--- src/rtl/pwm_spi_cmd_ctrl.sv ---
// SPI mode-0 slave that turns 2-byte command/data frames into PWM level writes
// and reads back channel levels; every SPI pin is resynchronised into clk.
module pwm_spi_cmd_ctrl #(
    parameter int         SYNC_STAGES = 2,
    parameter logic [7:0] DEVICE_ID   = 8'hA7,
    parameter int         NUM_CH      = 7
) (
    input  logic       clk,
    input  logic       reset,
    input  logic       sclk,
    input  logic       cs,
    input  logic       mosi,
    output logic       miso,
    output logic       pset,
    output logic [2:0] addr,
    output logic [7:0] level,
    output logic [2:0] rd_addr,
    input  logic [7:0] rd_level,
    output logic       busy,
    output logic [3:0] err_count
);

    typedef enum logic [1:0] {IDLE, CMD, DATA, IGNORE} state_t;

    localparam logic [3:0] NUM_CH_W = 4'(NUM_CH);

    state_t state, state_nxt;

    logic [SYNC_STAGES-1:0] sclk_sync, cs_sync, mosi_sync;
    logic       sclk_s, cs_s, mosi_s, sclk_d;
    logic       rise, fall, byte_done, cmd_ok;
    logic [7:0] rx_byte;
    logic [6:0] in_sr;
    logic [7:0] out_sr;
    logic [2:0] bit_cnt;
    logic       cmd_wr;
    logic [2:0] cmd_addr;
    logic       ld_pend, ld_rd;
    logic       wr_pend;
    logic [7:0] wr_level;

    // cs synchroniser presets to "deselected" so a reset never fakes a frame start
    always_ff @(posedge clk or posedge reset) begin
        if (reset) begin
            sclk_sync <= '0;
            cs_sync   <= '1;
            mosi_sync <= '0;
            sclk_d    <= 1'b0;
        end else begin
            sclk_sync <= {sclk_sync[SYNC_STAGES-2:0], sclk};
            cs_sync   <= {cs_sync[SYNC_STAGES-2:0], cs};
            mosi_sync <= {mosi_sync[SYNC_STAGES-2:0], mosi};
            sclk_d    <= sclk_s;
        end
    end

    assign sclk_s    = sclk_sync[SYNC_STAGES-1];
    assign cs_s      = cs_sync[SYNC_STAGES-1];
    assign mosi_s    = mosi_sync[SYNC_STAGES-1];
    assign rise      = sclk_s & ~sclk_d;
    assign fall      = ~sclk_s & sclk_d;
    assign rx_byte   = {in_sr, mosi_s};
    assign byte_done = rise && (bit_cnt == 3'd7);
    assign cmd_ok    = (rx_byte[6:3] == 4'd0) && ({1'b0, rx_byte[2:0]} < NUM_CH_W);

    always_ff @(posedge clk or posedge reset) begin
        if (reset) state <= IDLE;
        else       state <= state_nxt;
    end

    always_comb begin
        state_nxt = state;
        case (state)
            IDLE:    if (!cs_s) state_nxt = CMD;
            CMD:     if (byte_done) state_nxt = cmd_ok ? DATA : IGNORE;
            DATA:    if (byte_done) state_nxt = IGNORE;
            default: state_nxt = state;
        endcase
        // Deselect wins, but only after the same-cycle edge has been consumed above
        if (state != IDLE && cs_s) state_nxt = IDLE;
    end

    always_ff @(posedge clk or posedge reset) begin
        if (reset) begin
            bit_cnt   <= '0;
            in_sr     <= '0;
            out_sr    <= DEVICE_ID;
            cmd_wr    <= 1'b0;
            cmd_addr  <= '0;
            ld_pend   <= 1'b0;
            ld_rd     <= 1'b0;
            wr_pend   <= 1'b0;
            wr_level  <= '0;
            pset      <= 1'b0;
            addr      <= '0;
            level     <= '0;
            rd_addr   <= '0;
            err_count <= '0;
        end else begin
            wr_pend <= 1'b0;
            pset    <= wr_pend;
            if (wr_pend) begin
                addr  <= cmd_addr;
                level <= wr_level;
            end
            if (state == IDLE) begin
                bit_cnt <= '0;
                ld_pend <= 1'b0;
                if (!cs_s) out_sr <= DEVICE_ID;
            end else begin
                if (rise) begin
                    in_sr   <= rx_byte[6:0];
                    bit_cnt <= bit_cnt + 3'd1;
                    if (byte_done && state == CMD) begin
                        cmd_wr   <= rx_byte[7];
                        cmd_addr <= rx_byte[2:0];
                        if (cmd_ok) begin
                            // reply byte is loaded on the next fall, not shifted
                            ld_pend <= 1'b1;
                            ld_rd   <= ~rx_byte[7];
                            if (!rx_byte[7]) rd_addr <= rx_byte[2:0];
                        end else begin
                            out_sr <= 8'h00;
                            if (err_count != 4'hF) err_count <= err_count + 4'd1;
                        end
                    end else if (byte_done && state == DATA) begin
                        if (cmd_wr) begin
                            wr_pend  <= 1'b1;
                            wr_level <= rx_byte;
                        end
                        out_sr <= 8'h00;
                    end
                end else if (fall) begin
                    if (ld_pend) begin
                        out_sr  <= ld_rd ? rd_level : 8'h00;
                        ld_pend <= 1'b0;
                    end else begin
                        out_sr <= {out_sr[6:0], 1'b0};
                    end
                end
                if (cs_s) begin
                    bit_cnt <= '0;
                    ld_pend <= 1'b0;
                end
            end
        end
    end

    assign miso = out_sr[7];
    assign busy = (state != IDLE);

endmodule
--- config.mk ---
export PLATFORM = sky130hd
export DESIGN_NAME = pwm_spi_cmd_ctrl
export DESIGN_NICKNAME = d
export VERILOG_FILES = /design/src/rtl/pwm_spi_cmd_ctrl.sv
export SDC_FILE = /design/constraint.sdc
export NUM_CORES = 1
export LEC_CHECK = 0
export CORE_UTILIZATION = 50
export DETAILED_ROUTE_END_ITERATION = 7
export GPL_TIMING_DRIVEN = 0
export HOLD_SLACK_MARGIN = 0.15
export PLACE_DENSITY = 0.78
export REMOVE_ABC_BUFFERS = 1
export SETUP_SLACK_MARGIN = 0.4
export SKIP_LAST_GASP = 1
export SYNTH_ARGS = -nofsm -noshare
export SYNTH_HDL_FRONTEND = slang
export SYNTH_SLANG_ARGS = --single-unit
--- constraint.sdc ---
create_clock -name clk -period 4.7 [get_ports clk]
set_input_delay 0.94 -clock clk [delete_from_list [all_inputs] [get_ports clk]]
set_output_delay 0.94 -clock clk [all_outputs]
set_load 0.005 [all_outputs]
Word level (Yosys, flattened, before mapping)
Cells that the tools add are included.
{ "word_totals": {"ramBits": 0, "wordCells": 92, "register_bits": 61, "romBits": 0, "in_bits": 13, "latchBits": 0, "out_inout_bits": 21, "n_memories": 0} }
{ "op_classes": {"reduce_logical": 21, "mux": 29, "n_eq_ne": 12, "div_mod_pow": 0, "shifts": 0, "bitwise": 8, "n_mul": 0, "addsub": 2, "n_lt_le_gt_ge": 1} }
{ "op_table": {"columns": ["operator", "count"], "rows": [
  ["2-to-1 mux 8 bit", 9],
  ["AND reduction 5 bit", 3],
  ["2-to-1 mux 1 bit", 12],
  ["AND reduction 4 bit", 3],
  ["2-to-1 mux 3 bit", 3],
  ["!= test 3 bit, second input constant", 3],
  ["2-to-1 mux 2 bit", 4],
  ["!= test 4 x 2 -> 1 bit, second input constant", 2],
  ["!= test 4 bit, second input constant", 2],
  ["nonzero test 4 bit", 2],
  ["NOT 1 bit", 6],
  ["one-hot mux 2 bit (3 select lines)", 1],
  ["AND reduction 3 bit", 2],
  ["nonzero test 3 bit", 2],
  ["logical AND 1 bit", 5],
  ["adder 4 x 1 -> 4 bit, second input constant", 1],
  ["zero test 4 bit", 1],
  ["!= test 4 x 1 -> 1 bit, second input constant", 1],
  ["adder 3 x 1 -> 3 bit, second input constant", 1],
  ["equality test 3 bit, second input constant", 1],
  ["less-than comparator 3 bit, second input constant", 1],
  ["bitwise AND 1 bit", 2],
  ["equality test 2 x 1 -> 1 bit, second input constant", 1],
  ["equality test 2 bit, second input constant", 1],
  ["other kinds (4)", 4]
]} }

Logic depth before layout (Yosys ltp)
Gate-level depths: netlist of the first run.
{ "logic_depth": {"word_depth": 8, "depth_mapped": 8} }

Least setup slack after synthesis of the first run
OpenSTA, ideal clock, no wires.
{ "synth_timing": {"path_type": "reg2reg", "start": "register state[1]", "end": "register out_sr[3]", "path_buffers": 1, "required_ps": 4575, "slack_ps": 2875, "setup_ps": 125, "t_arrival_ps": 1700, "period_less_slack_ps": 1825, "path_stages_with_launch": 8, "cell_sequence": "dfrtp_1 inv_1 ha_1 nand3_1 nand2b_1 buf_2 o221ai_4 mux2_2"} }
{ "synth_via": {"elab_chain_len": 5, "word_cells_on_any_way": 13} }
{ "synth_lines": {"columns": ["item", "line_no", "source"], "rows": [
  ["from (decl)", "27", "state_t state, state_nxt;"],
  ["from (signal assigned)", "68", "else state <= state_nxt;"],
  ["equality test 2 x 1 -> 1 bit", "114", "if (byte_done && state == CMD) begin"],
  ["logical AND 1 bit", "114", null],
  ["2-to-1 mux 8 bit", "114", null],
  ["2-to-1 mux 8 bit", "111", "if (rise) begin"],
  ["2-to-1 mux 8 bit", "106", "if (state == IDLE) begin"],
  ["to (signal assigned)", "135", "out_sr <= ld_rd ? rd_level : 8'h00;"],
  ["to (signal assigned)", "138", "out_sr <= {out_sr[6:0], 1'b0};"],
  ["to (decl)", "34", "logic [7:0] out_sr;"]
]} }
Parallel ways exist; a longest one is shown, timed or not.
A chain may end at the register's enable or synchronous reset.

Worst setup path after layout of the first run
{ "layout_timing": {"start": "register state[0]", "end": "output port busy"} }
{ "layout_via": {"elab_chain_len": 1} }
{ "layout_lines": {"columns": ["item", "line_no", "source"], "rows": [
  ["nonzero test 2 bit", "150", "assign busy = (state != IDLE);"],
  ["to (decl)", "19", "output logic busy,"]
]} }
Every way passes these cells.

==> impl_metrics.tcl, run 1 <==
set metrics [dict create \
    die_w_um 74.6 \
    synth_compound_area_share_pct 6.21 \
    synth-main-ff-cell "dfrtp_1" \
    drv_cap 0 \
    finalSetupTns_ns 0 \
    post_cts_resized 0 \
    yosys.area_share.simple_pct 10.4 \
    startpoint_type "flop" \
    grt_pass1_wl_mm 7.33 \
    final_util_pct 63.4 \
    synth_top_family_by_area "multiplexers" \
    rows 26 \
    clk_pin_slew_worst_paths_ns 0.06 \
    finalHoldViolations 0 \
    synth_top_area_share_pct 51.2 \
    grt_max_degree 42 \
    cts_made_buffers 9 \
    drive_above_1_share_pct 26.6 \
    grt_antenna_before_repair 0 \
    place_hpwl_mm 3.03 \
    finalWirelength_mm 4.40 \
    fin_crit_sh_pct 69.2 \
    initial_core_util_pct 51.7 \
    clock.fmax_mhz 307 \
    cts.htree.levels 3 \
    yosys_warnings 0 \
    arrival_ns 2.31 \
    cts_setup_buffers 0 \
    dr.pass1.iters 4 \
    synthCells 205 \
    syn_to_final_growth_pct 22.7 \
    post-route-min-period_ns 3.25 \
    ys_seq_area_share_pct 58.2 \
    rsz0062_at_grt "false" \
    finalSetupViolCount 0 \
    postSynthAreaPerCell_um2 12.9 \
    synth_top_area_cell "dfrtp_1" \
    clock_sinks 61 \
    outcome "complete, no violations" \
    maxSlewViolCount 0 \
    required_ns 3.76 \
    ys_types 36 \
    relSlewSlack_pct 57.9 \
    ir_drop_mv 0.220 \
    skew_ns 0.00845 \
    drcViolationCount 0 \
    die_y_um 74.6 \
    worstMarginPinSlew_ns 0.632 \
    num-fill-cells 415 \
    ys_async_sr_fraction_pct 100 \
    globalplace.congestion 0.747 \
    track_usage_pct 18.2 \
    grt_pass1_vias 1579 \
    hold_path.class "flop to flop" \
    synthAdderAreaFrac_pct 3.79 \
    power.density_mw_per_mm2 466 \
    end_kind "output port" \
    fin_nets 264 \
    cts-root-buf "clkbuf_8" \
    clkLatencyLatePin_ns 0.33 \
    via_count 1637 \
    ys_top_cells_by_area "dfrtp_1 51%, mux2_2 16%, dfstp_2 7.0%" \
    antenna_left 0 \
    wl_per_cell_um 13.8 \
    hold_buffers 0 \
    n_antenna_cell 0 \
    first_iter_violations 83 \
    cts_tree "built" \
    synth_edf_count 0 \
    syn_area_mm2 0.00264 \
    leakage_uw 0.00149 \
    ys_seq_elements 61 \
    muxShareOfSynthArea_pct 17.4 \
    overflow 0 \
    seq_area_mm2 0.00154 \
    die_area_mm2 0.00557 \
    viasPerCell 5.15 \
    synth_xor_area_share_pct 1.33 \
    coreArea_mm2 0.00511 \
    critical_path_class "flop to output port" \
    multi_input_area_mm2 0.00103 \
    path_max_fanout 13 \
    io_pins 34 \
    numPortBuffers 33 \
    clockBufferDepth 2 \
]
==> metal layers <==
metal	up-vias	wire length [um]	part of all wire, %	track usage, %
met5	-	0	0	0
met4	0	70	1.6	9.43
met3	6	153	3.5	5.22
met2	34	2100	48	28.2
met1	802	2080	47	23.4
li1	795	-	-	-
==> final timing paths <==
kind,start,cells after the start,to,slack (ns)
setup / recovery,state[0],4,busy,1.45
hold / removal,sclk_sync[0],0,sclk_sync[1],0.35
setup reg to reg,state[0],6,out_sr[4],2.17
hold reg to reg,sclk_sync[0],0,sclk_sync[1],0.35
max in group asynchronous,reset,3,out_sr[7],3.14
min in group asynchronous,reset,2,bit_cnt[0],0.95
==> cell usage in the layout, fill, tap and decap left out, types with 2 or more instances in the layout <==
cell	synthesis	routed
dfrtp_1	54	54
clkbuf_1	4	2
clkdlybuf4s50_1	0	33
clkinv_2	0	2
o21ai_0	6	6
nand3_1	5	5
nor3_1	6	6
o211ai_1	2	2
dfstp_2	7	7
a21oi_1	8	8
mux2i_1	3	3
inv_1	10	9
nand2_1	15	15
xnor2_1	4	4
nor2b_1	7	7
nand4_1	4	4
nor2_1	5	5
mux2_2	38	38
ha_1	8	8
clkbuf_8	0	10
==> worst max-delay path: stages, from the launching register on <==
cell,delay [ns]
dfrtp_1,0.41
inv_1,0.09
ha_1,0.48
clkinv_1,0.45
clkdlybuf4s50_1,0.56
==> layout make-up <==
cell class	count	share of cell area, %
multi-input cells	126	31.8
well taps	70	2.70
inverters	11	1.28
flip-flops and latches	61	47.4
clock buffers	12	4.48
clock inverters	4	1.47
repair buffers	34	10.8
==> through the flow <==
stage	total power [uW]	area, um2	instances	hold WS (ns)	setup slack (ns)
final	1510	3240	318	0.347	1.45
after global routing	1600	3240	318	0.354	1.28
after CTS	1530	3240	318	0.348	1.40
after detailed placement	1080	3050	302	0.335	1.77
after global placement	1060	3030	301	0.332	1.22
after floorplan	966	2610	198	0.331	2.26
==> Yosys cell counts, types with 2 or more instances <==
| master | count |
|---|---|
| dfrtp_1 | 54 |
| mux2_2 | 38 |
| nand2_1 | 15 |
| inv_1 | 10 |
| a21oi_1 | 8 |
| ha_1 | 8 |
| dfstp_2 | 7 |
| nor2b_1 | 7 |
| nor3_1 | 6 |
| o21ai_0 | 6 |
| nand3_1 | 5 |
| nor2_1 | 5 |
| clkbuf_1 | 4 |
| nand4_1 | 4 |
| xnor2_1 | 4 |
| mux2i_1 | 3 |
| o211ai_1 | 2 |
==> kinds of logic after synthesis <==
family | after synthesis
flops | 61
xor+xnor | 4
buf+inv | 18
simple gates | 50
fa+ha+maj | 8
mux | 41
compound gates | 23
==> state kept, by name, indices dropped and copies added (netlist names), 2 cells and up <==
name       cells
addr           3
bit_cnt        3
cmd_addr       3
cs_sync        2
err_count      4
in_sr          7
level          8
mosi_sync      2
out_sr         8
rd_addr        3
sclk_sync      2
state          2
wr_level       8
==> power by group <==
group          internal, uW  switching (uW)  total (uW)
Sequential              615            71.2         686
Clock                   258             189         447
Combinational           191             186         377
No activity file was read; power rests on OpenSTA's default activity.
==> inputs of run 2 (changes only) <==
Clock period 4.7 ns to 3.1 ns, I/O delays scaled along.
==> impl_metrics.tcl, run 2 (synthesized netlist as in run 1, its figures left out) <==
set metrics [dict create \
    final_cell_mix "54 x dfrtp_1, 38 x mux2_2, 33 x clkdlybuf4s50_1" \
    place_inst 302 \
    worstMarginPinSlew_ns 0.630 \
    placed_area_mm2 0.00305 \
    p_int_uw 1620 \
    top_usage_layer "met2" \
    p_clk_share_pct 29.5 \
    critPathBufInv 3 \
    n_antenna_cell 0 \
    rsz0062_at_grt "false" \
    relSlewSlack_pct 58.0 \
    required_ns 2.48 \
    grt_max_degree 42 \
    setup_slack_ns 0.545 \
    post_cts_resized 2 \
    slowest_stage "clkdlybuf4s50_1" \
    critical_path_class "flop to output port" \
    startpoint_type "flop" \
    pwr-share-seq_pct 45.2 \
    place_hpwl_mm 3.03 \
    cts_tree "built" \
    path_cells "inv_1, ha_2, clkinv_2, clkdlybuf4s50_1" \
    arrival_ns 1.94 \
    sw_frac_of_total_pct 29.6 \
    drive_above_1_share_pct 27.4 \
    outcome "complete, no violations" \
    via_count 1629 \
    hold_ws_ns 0.347 \
    drcViolationCount 0 \
    overflow 0 \
    hold_path.class "flop to flop" \
    die_w_um 74.6 \
    use_met1_pct 23.4 \
    clk_pin_slew_worst_paths_ns 0.06 \
    gr-usage-met3_pct 5.22 \
    finalWirelength_mm 4.42 \
    final_cells 318 \
    track_usage_pct 18.2 \
    coreArea_mm2 0.00511 \
    antenna_left 0 \
    maxSlewViolCount 0 \
    rows 26 \
    numPortBuffers 33 \
    cts_setup_buffers 0 \
    cts-root-buf "clkbuf_8" \
    drv_cap 0 \
    clockBufferDepth 2 \
    power.density_mw_per_mm2 710 \
    hold_buffers 0 \
    globalplace.congestion 0.747 \
    final_common_cell "dfrtp_1" \
    viasPerCell 5.12 \
    clkLatencyLatePin_ns 0.33 \
    grt_antenna_before_repair 0 \
    p_switching_uw 682 \
    first_iter_violations 81 \
    finalHoldViolations 0 \
    finalSetupTns_ns 0 \
    skew_ns 0.00800 \
    cts.htree.levels 3 \
    clock_sinks 61 \
    die_y_um 74.6 \
    end_kind "output port" \
    initial_core_util_pct 51.7 \
    wl_per_cell_um 13.9 \
    grt_use_met2_pct 28.2 \
    reg.largest.list "level (8), out_sr (8), wr_level (8)" \
    grt_pass1_wl_mm 7.33 \
    pre_cts_slack_ns 0.490 \
    post-route-min-period_ns 2.56 \
    leakage_uw 0.00150 \
    fin_crit_sh_pct 82.4 \
    dr.pass1.iters 4 \
    die_area_mm2 0.00557 \
    cts_made_buffers 9 \
    combPwrFrac_pct 25.3 \
    ir_drop_mv 0.334 \
    clock.fmax_mhz 391 \
    fin_area_mm2 0.00324 \
    crit_family "buffers and inverters" \
    io_pins 34 \
    worst_path_largest_cell_delay_ns 0.49 \
    fin_nets 264 \
    grt_pass1_vias 1579 \
    path_max_fanout 13 \
    finalSetupViolCount 0 \
    syn_to_final_growth_pct 22.9 \
]
run 2: cell counts in the layout (fill, tap and decap cells not counted):
Identical to the previous run, type by type.
run 2: final timing paths:
path | start | endpoint | slack, ns | depth (start not counted)
setup / recovery | state[0] | busy | 0.54 | 4
setup reg to reg | sclk_d | out_sr[4] | 0.66 | 6
hold / removal | sclk_sync[0] | sclk_sync[1] | 0.35 | 0
hold reg to reg | sclk_sync[0] | sclk_sync[1] | 0.35 | 0
max in group asynchronous | reset | out_sr[7] | 1.87 | 3
min in group asynchronous | reset | bit_cnt[0] | 0.63 | 2
run 2: final cells by class:
class / instances / area (um2)
tap: 70 / 87.6
clock inverter: 4 / 47.5
multi-input combinational: 126 / 1030
timing repair buffer: 34 / 350
inverter: 11 / 42.5
fill: 413 / 1870
clock buffer: 12 / 145
sequential: 61 / 1540
run 2: routing by layer:
layer	share of wire (%)	vias up
li1	-	793
met1	49	802
met2	47	27
met3	2.8	7
met4	1.9	0
met5	0	-
run 2: power by group through the flow:
stage          Sequential [uW]  Clock, uW  Combinational (uW)
6_report                  1040        679                 582
4_1_cts                   1040        695                 588
5_1_grt                   1060        735                 646
3_5_place_dp              1060          0                 576
3_3_place_gp              1050          0                 556
2_1_floorplan             1020          0                 442
run 2: stage by stage:
| step | util [%] | power (uW) |
|---|---|---|
| final | 63.5 | 2300 |
| after global routing | 63.5 | 2440 |
| after CTS | 63.5 | 2320 |
| after detailed placement | 59.6 | 1630 |
| after global placement | 59.2 | 1600 |
| after floorplan | - | 1470 |
